File: src/rtl/pa_idu_sp_rd_ctrl_pkg.sv
// Shared definitions for the IDU stack-pointer read controller: SP scoreboard
// busy encodings (common with the SP write side), read FSM states and the
// "operand is architecturally safe" decode.
package pa_idu_sp_rd_ctrl_pkg;

  // SP scoreboard busy-state encodings
  localparam logic [2:0] BUSY_IDLE = 3'b000;
  localparam logic [2:0] BUSY1     = 3'b001;
  localparam logic [2:0] BUSY_LSU1 = 3'b010;
  localparam logic [2:0] BUSY_DIV1 = 3'b011;
  localparam logic [2:0] BUSY2     = 3'b100;
  localparam logic [2:0] BUSY_LSU2 = 3'b110;
  localparam logic [2:0] BUSY_DIV2 = 3'b111;

  // Read-side FSM states
  typedef enum logic [1:0] {
    S_IDLE = 2'b00,
    S_WAIT = 2'b01,
    S_VLD  = 2'b10
  } sp_rd_state_e;

  // SP value may be sampled this cycle: either nobody owns it, or the single
  // outstanding writer is forwarding right now. With two writers in flight the
  // value on reg_dout_y is never final, so every *2 state is unsafe.
  function automatic logic sp_rd_safe(input logic [2:0] busy_st,
                                      input logic       fwd0,
                                      input logic       fwd1,
                                      input logic       fwd2);
    logic safe;
    case (busy_st)
      BUSY_IDLE: safe = 1'b1;
      BUSY1:     safe = fwd0 | fwd1 | fwd2;
      BUSY_LSU1: safe = fwd1 | fwd2;
      BUSY_DIV1: safe = fwd0 | fwd2;
      BUSY2:     safe = 1'b0;
      BUSY_LSU2: safe = 1'b0;
      BUSY_DIV2: safe = 1'b0;
      default:   safe = 1'b0;
    endcase
    return safe;
  endfunction

endpackage

File: src/rtl/pa_idu_sp_rd_ctrl_gated_clk.sv
// Latch-based integrated clock gate. The enable is captured while the clock
// is low so the gated clock never glitches; scan enable forces the clock on.
// module_en set means gating is allowed, clear means the clock free-runs
// (subject to global_en).
module gated_clk_cell (
  input  logic clk_in,
  input  logic global_en,
  input  logic module_en,
  input  logic local_en,
  input  logic external_en,
  input  logic pad_yy_icg_scan_en,
  output logic clk_out
);

  logic clk_en_bf_latch_s;
  logic clk_en_q;

  assign clk_en_bf_latch_s = (global_en & (~module_en | local_en)) | external_en;

  // Transparent-low enable latch
  always_latch begin
    if (!clk_in) begin
      clk_en_q = clk_en_bf_latch_s | pad_yy_icg_scan_en;
    end
  end

  assign clk_out = clk_in & clk_en_q;

endmodule

File: src/rtl/pa_idu_sp_rd_ctrl.sv
// IDU stack-pointer read controller. Holds a decoder SP read request until the
// scoreboard says the value is final (or being forwarded this cycle), captures
// it, and hands it over with a valid/pop handshake. Also counts wait cycles per
// request and pulses a hang indication when the wait reaches STALL_LIMIT.
module pa_idu_sp_rd_ctrl
  import pa_idu_sp_rd_ctrl_pkg::*;
#(
  parameter int unsigned      CNT_W       = 8,
  parameter logic [CNT_W-1:0] STALL_LIMIT = 8'd200
) (
  input  logic             forever_cpuclk,
  input  logic             cpurst_b,
  input  logic             cp0_yy_clk_en,
  input  logic             cp0_idu_icg_en,
  input  logic             pad_yy_icg_scan_en,
  input  logic             dec_sp_rd_req,
  input  logic             dec_sp_rd_pop,
  input  logic [2:0]       reg_busy_st_y,
  input  logic [31:0]      reg_dout_y,
  input  logic             reg_fwd_en0_x,
  input  logic             reg_fwd_en1_x,
  input  logic             reg_fwd_en2_x,
  input  logic             rtu_idu_flush_fe,
  output logic [31:0]      sp_rd_data,
  output logic             sp_rd_vld,
  output logic             sp_rd_stall,
  output logic [CNT_W-1:0] sp_rd_stall_cnt,
  output logic             sp_rd_hang
);

  logic             sp_clk_s;
  logic             safe_s;
  logic             local_en_s;
  logic             cnt_sat_s;
  logic [CNT_W-1:0] cnt_inc_s;

  sp_rd_state_e     state_q, state_d;
  logic [31:0]      data_q, data_d;
  logic [CNT_W-1:0] cnt_q, cnt_d;
  logic             hang_q, hang_d;

  assign safe_s = sp_rd_safe(reg_busy_st_y, reg_fwd_en0_x, reg_fwd_en1_x, reg_fwd_en2_x);

  // Clock only runs while there is something to do: a request, a live FSM
  // state, or a flush that has to pull the FSM back to idle.
  assign local_en_s = dec_sp_rd_req | (state_q != S_IDLE) | rtu_idu_flush_fe;

  gated_clk_cell x_sp_rd_gated_clk (
    .clk_in             (forever_cpuclk),
    .global_en          (cp0_yy_clk_en),
    .module_en          (cp0_idu_icg_en),
    .local_en           (local_en_s),
    .external_en        (1'b0),
    .pad_yy_icg_scan_en (pad_yy_icg_scan_en),
    .clk_out            (sp_clk_s)
  );

  assign cnt_sat_s = &cnt_q;
  assign cnt_inc_s = cnt_q + {{(CNT_W-1){1'b0}}, 1'b1};

  // Next-state, capture, stall counter and hang decode; flush overrides all
  always_comb begin
    state_d = state_q;
    data_d  = data_q;
    cnt_d   = cnt_q;
    hang_d  = 1'b0;
    if (rtu_idu_flush_fe) begin
      state_d = S_IDLE;
    end else begin
      case (state_q)
        S_IDLE: begin
          if (dec_sp_rd_req) begin
            cnt_d = {CNT_W{1'b0}};
            if (safe_s) begin
              data_d  = reg_dout_y;
              state_d = S_VLD;
            end else begin
              state_d = S_WAIT;
            end
          end else begin
            state_d = S_IDLE;
          end
        end
        S_WAIT: begin
          if (safe_s) begin
            data_d  = reg_dout_y;
            state_d = S_VLD;
          end else if (!cnt_sat_s) begin
            // Counter only moves upward once, so the limit is crossed once
            cnt_d  = cnt_inc_s;
            hang_d = (cnt_inc_s == STALL_LIMIT);
          end else begin
            cnt_d = cnt_q;
          end
        end
        S_VLD: begin
          if (dec_sp_rd_pop) begin
            if (dec_sp_rd_req && safe_s) begin
              // Back-to-back delivery: next operand has zero wait
              data_d = reg_dout_y;
              cnt_d  = {CNT_W{1'b0}};
            end else begin
              state_d = S_IDLE;
            end
          end else begin
            state_d = S_VLD;
          end
        end
        default: begin
          state_d = S_IDLE;
        end
      endcase
    end
  end

  // State, operand, counter and hang flops on the gated clock
  always_ff @(posedge sp_clk_s or negedge cpurst_b) begin
    if (!cpurst_b) begin
      state_q <= S_IDLE;
      data_q  <= 32'd0;
      cnt_q   <= {CNT_W{1'b0}};
      hang_q  <= 1'b0;
    end else begin
      state_q <= state_d;
      data_q  <= data_d;
      cnt_q   <= cnt_d;
      hang_q  <= hang_d;
    end
  end

  assign sp_rd_data      = data_q;
  assign sp_rd_vld       = (state_q == S_VLD);
  assign sp_rd_stall     = cpurst_b & dec_sp_rd_req & ~safe_s & (state_q != S_VLD);
  assign sp_rd_stall_cnt = cnt_q;
  assign sp_rd_hang      = hang_q;

endmodule

File: config.mk
export PLATFORM = sky130hd
export DESIGN_NAME = pa_idu_sp_rd_ctrl
export DESIGN_NICKNAME = d
export VERILOG_FILES = /design/src/rtl/pa_idu_sp_rd_ctrl_pkg.sv /design/src/rtl/pa_idu_sp_rd_ctrl_gated_clk.sv /design/src/rtl/pa_idu_sp_rd_ctrl.sv
export SDC_FILE = /design/constraint.sdc
export NUM_CORES = 1
export LEC_CHECK = 0
export CAP_MARGIN = 0
export CORE_ASPECT_RATIO = 1.4
export CORE_MARGIN = 4
export CORE_UTILIZATION = 55
export DETAILED_ROUTE_END_ITERATION = 7
export DONT_BUFFER_PORTS = 1
export GPL_TIMING_DRIVEN = 0
export PLACE_DENSITY = 0.81
export SETUP_SLACK_MARGIN = 0.3
export SLEW_MARGIN = 20
export SYNTH_ARGS = -nofsm -noshare
export SYNTH_HDL_FRONTEND = slang
export SYNTH_HIERARCHICAL = 1
export SYNTH_SLANG_ARGS = --single-unit
File: constraint.sdc
create_clock -name vclk -period 1.4
set_input_delay 0.28 -clock vclk [all_inputs]
set_output_delay 0.28 -clock vclk [all_outputs]
set_load 0.005 [all_outputs]
==> qor.csv, run 1 <==
stage;metric;value;unit
global_routing;initial antenna violation count;0;
hold_path;Hold/Removal Path Class;in2out;
drt;post-detailed-route via-to-cell ratio;6.26;
global_routing;global-route track usage on met1;18.5;%
synth;most frequent cell after synthesis;dfrtp_1;
synth;top cells by count, synth;dfrtp_1, mux2_4, nor2_1, a21oi_1, nand2_1;
placement;HPWL after DPL;3.28;mm
cells_and_area;layout cells sized above 1;31.3;%
die;Die Span Y;81.3;µm
sta;total negative slack;0;ns
cells_and_area;Core Util, Final;60.0;%
die;num rows;26;
die;core area;3680;µm²
synth;area leader, netlist;dfrtp_1;
die;Ports;89;
job;Max-cap violations;0;
cells_and_area;Final #Nets;213;
drt;DRC;0;
worst_setup_path;sequence of cells on the critical path;and2b_4, o21ai_4, and2_4, buf_6, nor3_4;
synth;Post-synth EDFFs;0;
drt;DRT Pass-1 Iters;4;
synth;synthesized area;2110;µm²
drt;DR WL/cell;21.0;µm
power_and_ir_drop;Leakage;1.05;nW
sta;Tmin final;1.24;ns
die;die extent in x;60.3;µm
synth;Async S/R FF share, synth;97.7;%
synth;Yosys reg bits;44;
worst_setup_path;CP Launch Type;input pin;
sta;Final setup viols;0;
status;status;completed;
sta;final-report max-slew violation count;0;
worst_setup_path;critical path peak fanout;6;
sta;worst setup margin;0.156;ns
cells_and_area;number of antenna diodes;0;
global_routing;GR Layer Usage met3;1.75;%
cells_and_area;fillers;280;
sta;Slew @ Worst Pin;0.647;ns
worst_setup_path;crit end category;primary output;
global_routing;GR Layer Usage met2;34.4;%
sta;endpoints left unconstrained;86;
sta;final hold vios;0;
worst_setup_path;required arrival time at the worst endpoint;1.12;ns
drt;ANT nets after route;0;
sta;RSZ-0062 raised after global routing;true;
worst_setup_path;Critical Path Slowest Stage Cell;and2b_4;
placement;RD Place Congestion;0.943;
die;Initial Util;57.4;%
drt;Initial DRC Count;54;
synth;mean post-synth cell area;13.2;µm²
global_routing;vias in the first global route;1392;
global_routing;largest net degree at the start of global routing;45;
drt;routed via count;1283;
drt;final WL;4.31;mm
worst_setup_path;Setup CP Type;in2out;
power_and_ir_drop;power density over the cells;145;nW/µm²
worst_setup_path;crit path DAT;0.96;ns
sta;Relative slew margins;56.8;%
sta;Worst Hold Slack;0.711;ns
cells_and_area;area grow syn2layout;4.69;%
synth;syn_nets;208;
synth;Main synth FF type;dfrtp_1;
synth;Mapped Cells;160;
power_and_ir_drop;total power;0.319;mW
sta;register pins left without a clock;44;
synth;Yosys top cell area share;51.0;%
sta;fmax;804;MHz
global_routing;gr usage total;16.9;%
global_routing;first-pass GRT wire length;6.55;mm
placement;Port Buffer Count;0;
clock_tree;CTS hold repair buffers;0;
placement;Place WS;0.108;ns
sta;period utilization;88.8;%
synth;Synthesis Warnings;6;
synth;Area contributors post-synth;dfrtp_1, mux2_4, a21oi_1, nor2_1, nand2_1;
synth;Cell variety after synth;44;
power_and_ir_drop;Max VDD drop;0.0965;mV
worst_setup_path;Max stage delay on crit path;0.23;ns
die;area of the die;4900;µm²
global_routing;busiest grt layer;met2;
global_routing;GRT Residual Overflow;0;
-- flip-flops by register name (all words and copies together), names as in the netlist --
signal and cells:
sp_rd_data 32, sp_rd_stall_cnt 8, state_q 2, sp_rd_hang 1, x_sp_rd_gated_clk/clk_en_q 1
-- cell usage in the layout (no fill, tap or decap), drive strengths merged, types with 3 or more instances in the layout --
master,n
dfrtp,43
mux2,32
nor2,11
nand2,10
a21oi,9
buf,8
o21ai,5
nand3,4
inv,4
a31oi,3
-- metal layers --
layer,vias to the layer above,routed length [µm]
met2,64,2340
met5,-,0
met3,4,318
met1,635,1620
met4,0,35
li1,580,-
-- worst paths after layout --
path	start	end	slack (ns)	cells past startpoint
worst max-delay path	reg_fwd_en0_x	sp_rd_stall	0.16	5
worst min-delay path	dec_sp_rd_req	sp_rd_stall	0.71	2
-- final cells by class --
cell class	count	area (µm²)	share of cell area, %
sequential	44	1090	49.4
multi-input combinational	107	976	44.2
tap	42	52.6	2.38
buffer	5	50.0	2.27
timing repair buffer	3	22.5	1.02
inverter	4	15.0	0.680
-- where the power goes --
group | internal, mW | total (mW) | switching, mW | leakage, nW
clock | 0 | 0 | 0 | 0
sequential | 0.0885 | 0.115 | 0.0265 | 0.539
combinational | 0.117 | 0.205 | 0.0876 | 0.509
total | 0.205 | 0.319 | 0.114 | 1.05
-- critical path: cells and delay by family --
family,cells,cell delay [ns]
buf+inv,1,0.13
simple gates,3,0.49
compound gates,1,0.06
-- logic make-up (layout without fill, tap and decap cells) --
group	count (synthesis)	after routing	share of synthesized area, %
multiplexers	34	34	23.4
flip-flops	43	43	51.0
latches	1	1	0.712
other	1	1	0.178
AND/OR/NAND/NOR	41	41	10.4
adder cells (fa/ha/maj)	2	2	1.19
buffers and inverters	9	12	2.91
AO/OA/AOI/OAI	28	28	9.73
XOR/XNOR	1	1	0.416
-- per-stage QoR --
| stage | std cells | instance area, µm² |
|---|---|---|
| 3_3_place_gp | 202 | 2180 |
| 6_report | 205 | 2210 |
| 2_1_floorplan | 160 | 2130 |
| 4_1_cts | 203 | 2190 |
| 5_1_grt | 205 | 2210 |
| 3_5_place_dp | 202 | 2180 |
-- repair_timing --
action | CTS | global route
setup buffers | 1 | 2
pin swaps | 1 | 1
endpoints found under the setup margin | 1 | 1
gates resized for setup | 1 | 1
No activity file was read; power rests on OpenSTA's default activity.
==> run 2: changes to the inputs <==
PLACE_DENSITY = 0.7   (was 0.81)
==> qor.csv, run 2 (synthesized netlist as in run 1, its figures left out) <==
stage;metric;value;unit;change
status;status;completed;;unchanged
sta;endpoints left unconstrained;86;;unchanged
sta;Tmin final;1.25;ns;was 1.24 ns
drt;Initial DRC Count;42;;was 54
die;core area;3680;µm²;unchanged
cells_and_area;Final #Nets;211;;was 213
placement;RD Place Congestion;0.874;;was 0.943
power_and_ir_drop;Leakage;1.04;nW;was 1.05 nW
placement;Post-DP Area;2180;µm²;about the same
cells_and_area;number of antenna diodes;0;;unchanged
hold_path;Hold/Removal Path Class;in2out;;unchanged
drt;routed via count;1253;;was 1,283
sta;Slew @ Worst Pin;0.644;ns;was 0.647 ns
power_and_ir_drop;Max VDD drop;0.116;mV;was 0.0965 mV
sta;register pins left without a clock;44;;unchanged
worst_setup_path;crit end category;primary output;;unchanged
drt;DRT Pass-1 Iters;4;;unchanged
clock_tree;CTS hold repair buffers;0;;unchanged
worst_setup_path;Max stage delay on crit path;0.23;ns;about the same
worst_setup_path;sequence of cells on the critical path;and2b_4, o21ai_4, and2_4, buf_6, nor3_4;;unchanged
sta;period utilization;89.5;%;was 88.8%
job;Max-cap violations;0;;unchanged
die;Initial Util;57.4;%;unchanged
worst_setup_path;critical path peak fanout;6;;unchanged
cells_and_area;commonest cells after routing, fill and taps aside;dfrtp_1, mux2_4, nor2_1, nand2_1, a21oi_1;;unchanged
drt;ANT nets after route;0;;unchanged
cells_and_area;layout cells sized above 1;29.8;%;was 31.3%
global_routing;largest net degree at the start of global routing;45;;unchanged
die;die extent in x;60.3;µm;unchanged
cells_and_area;max reg flops;32;;unchanged
drt;DRC;0;;unchanged
sta;total negative slack;0;ns;unchanged
cells_and_area;post-route cell area;2190;µm²;was 2210 µm²
worst_setup_path;Setup CP Type;in2out;;unchanged
sta;RSZ-0062 raised after global routing;true;;unchanged
global_routing;first-pass GRT wire length;6.31;mm;was 6.55 mm
worst_setup_path;crit path DAT;0.97;ns;was 0.96 ns
drt;DR WL/cell;20.7;µm;was 21.0 µm
placement;Port Buffer Count;0;;unchanged
die;area of the die;4900;µm²;unchanged
worst_setup_path;required arrival time at the worst endpoint;1.12;ns;about the same
placement;dpl cells;202;;unchanged
cells_and_area;fillers;293;;was 280
cells_and_area;area grow syn2layout;3.86;%;was 4.69%
global_routing;vias in the first global route;1299;;was 1,392
sta;Final setup viols;0;;unchanged
global_routing;gr usage total;16.4;%;was 16.9%
die;Ports;89;;unchanged
global_routing;GRT Residual Overflow;0;;unchanged
drt;post-detailed-route via-to-cell ratio;6.17;;was 6.26
placement;HPWL after DPL;3.26;mm;was 3.28 mm
die;num rows;26;;unchanged
cells_and_area;non-filler cells, final;203;;was 205
sta;final-report max-slew violation count;0;;unchanged
global_routing;initial antenna violation count;0;;unchanged
sta;final hold vios;0;;unchanged
sta;fmax;798;MHz;was 804 MHz
sta;Relative slew margins;57.1;%;was 56.8%
worst_setup_path;CP Launch Type;input pin;;unchanged
worst_setup_path;Critical Path Slowest Stage Cell;and2b_4;;unchanged
die;Die Span Y;81.3;µm;unchanged
cells_and_area;commonest non-fill, non-tap cell in the layout;dfrtp_1;;unchanged
power_and_ir_drop;power density over the cells;145;nW/µm²;about the same
drt;final WL;4.21;mm;was 4.31 mm
==> run 2: critical path, delay by kind of cell <==
| kind | cells | cell delay [ns] |
|---|---|---|
| simple gates | 3 | 0.49 |
| compound gates | 1 | 0.07 |
| buf+inv | 1 | 0.13 |
==> run 2: through the flow <==
| stage | util (%) | power [mW] | setup slack [ns] | hold slack (ns) |
|---|---|---|---|---|
| floorplan | - | 0.281 | 0.173 | 0.689 |
| global placement | 59.3 | 0.307 | 0.136 | 0.694 |
| detailed placement | 59.3 | 0.315 | 0.130 | 0.699 |
| CTS | 59.6 | 0.320 | 0.139 | 0.699 |
| global route | 59.6 | 0.335 | 0.124 | 0.725 |
| finish | 59.6 | 0.317 | 0.147 | 0.700 |
==> run 2: power breakdown <==
part	leakage, nW	switching, mW	internal (mW)
clock	0	0	0
combinational	0.500	0.0883	0.114
sequential	0.539	0.0262	0.0885
total	1.04	0.114	0.203
==> run 2: final timing paths <==
| check | from | endpoint | slack, ns | cells past startpoint |
|---|---|---|---|---|
| hold / removal | dec_sp_rd_req | sp_rd_stall | 0.70 | 2 |
| setup / recovery | reg_fwd_en0_x | sp_rd_stall | 0.15 | 5 |
==> run 2: layout make-up <==
cell class	instances	area [µm²]	area share (%)
Sequential cell	44	1090	49.8
Inverter	4	15.0	0.686
Buffer	5	50.0	2.29
Timing Repair Buffer	1	7.51	0.343
Multi-Input combinational cell	107	973	44.5
Tap cell	42	52.6	2.40
==> run 2: layer usage <==
layer	routed length [µm]	up-vias	global-route usage [%]
met5	0	-	0
met4	0	0	0.222
met3	322	0	2.23
met2	2380	50	34.0
met1	1510	625	17.7
li1	-	578	-
==> run 2: what timing repair did <==
action | in CTS | in global routing
resized for setup | 1 | 0
setup buffers | 1 | 0
endpoints found under the setup margin | 1 | 1
pin swaps | 1 | 0
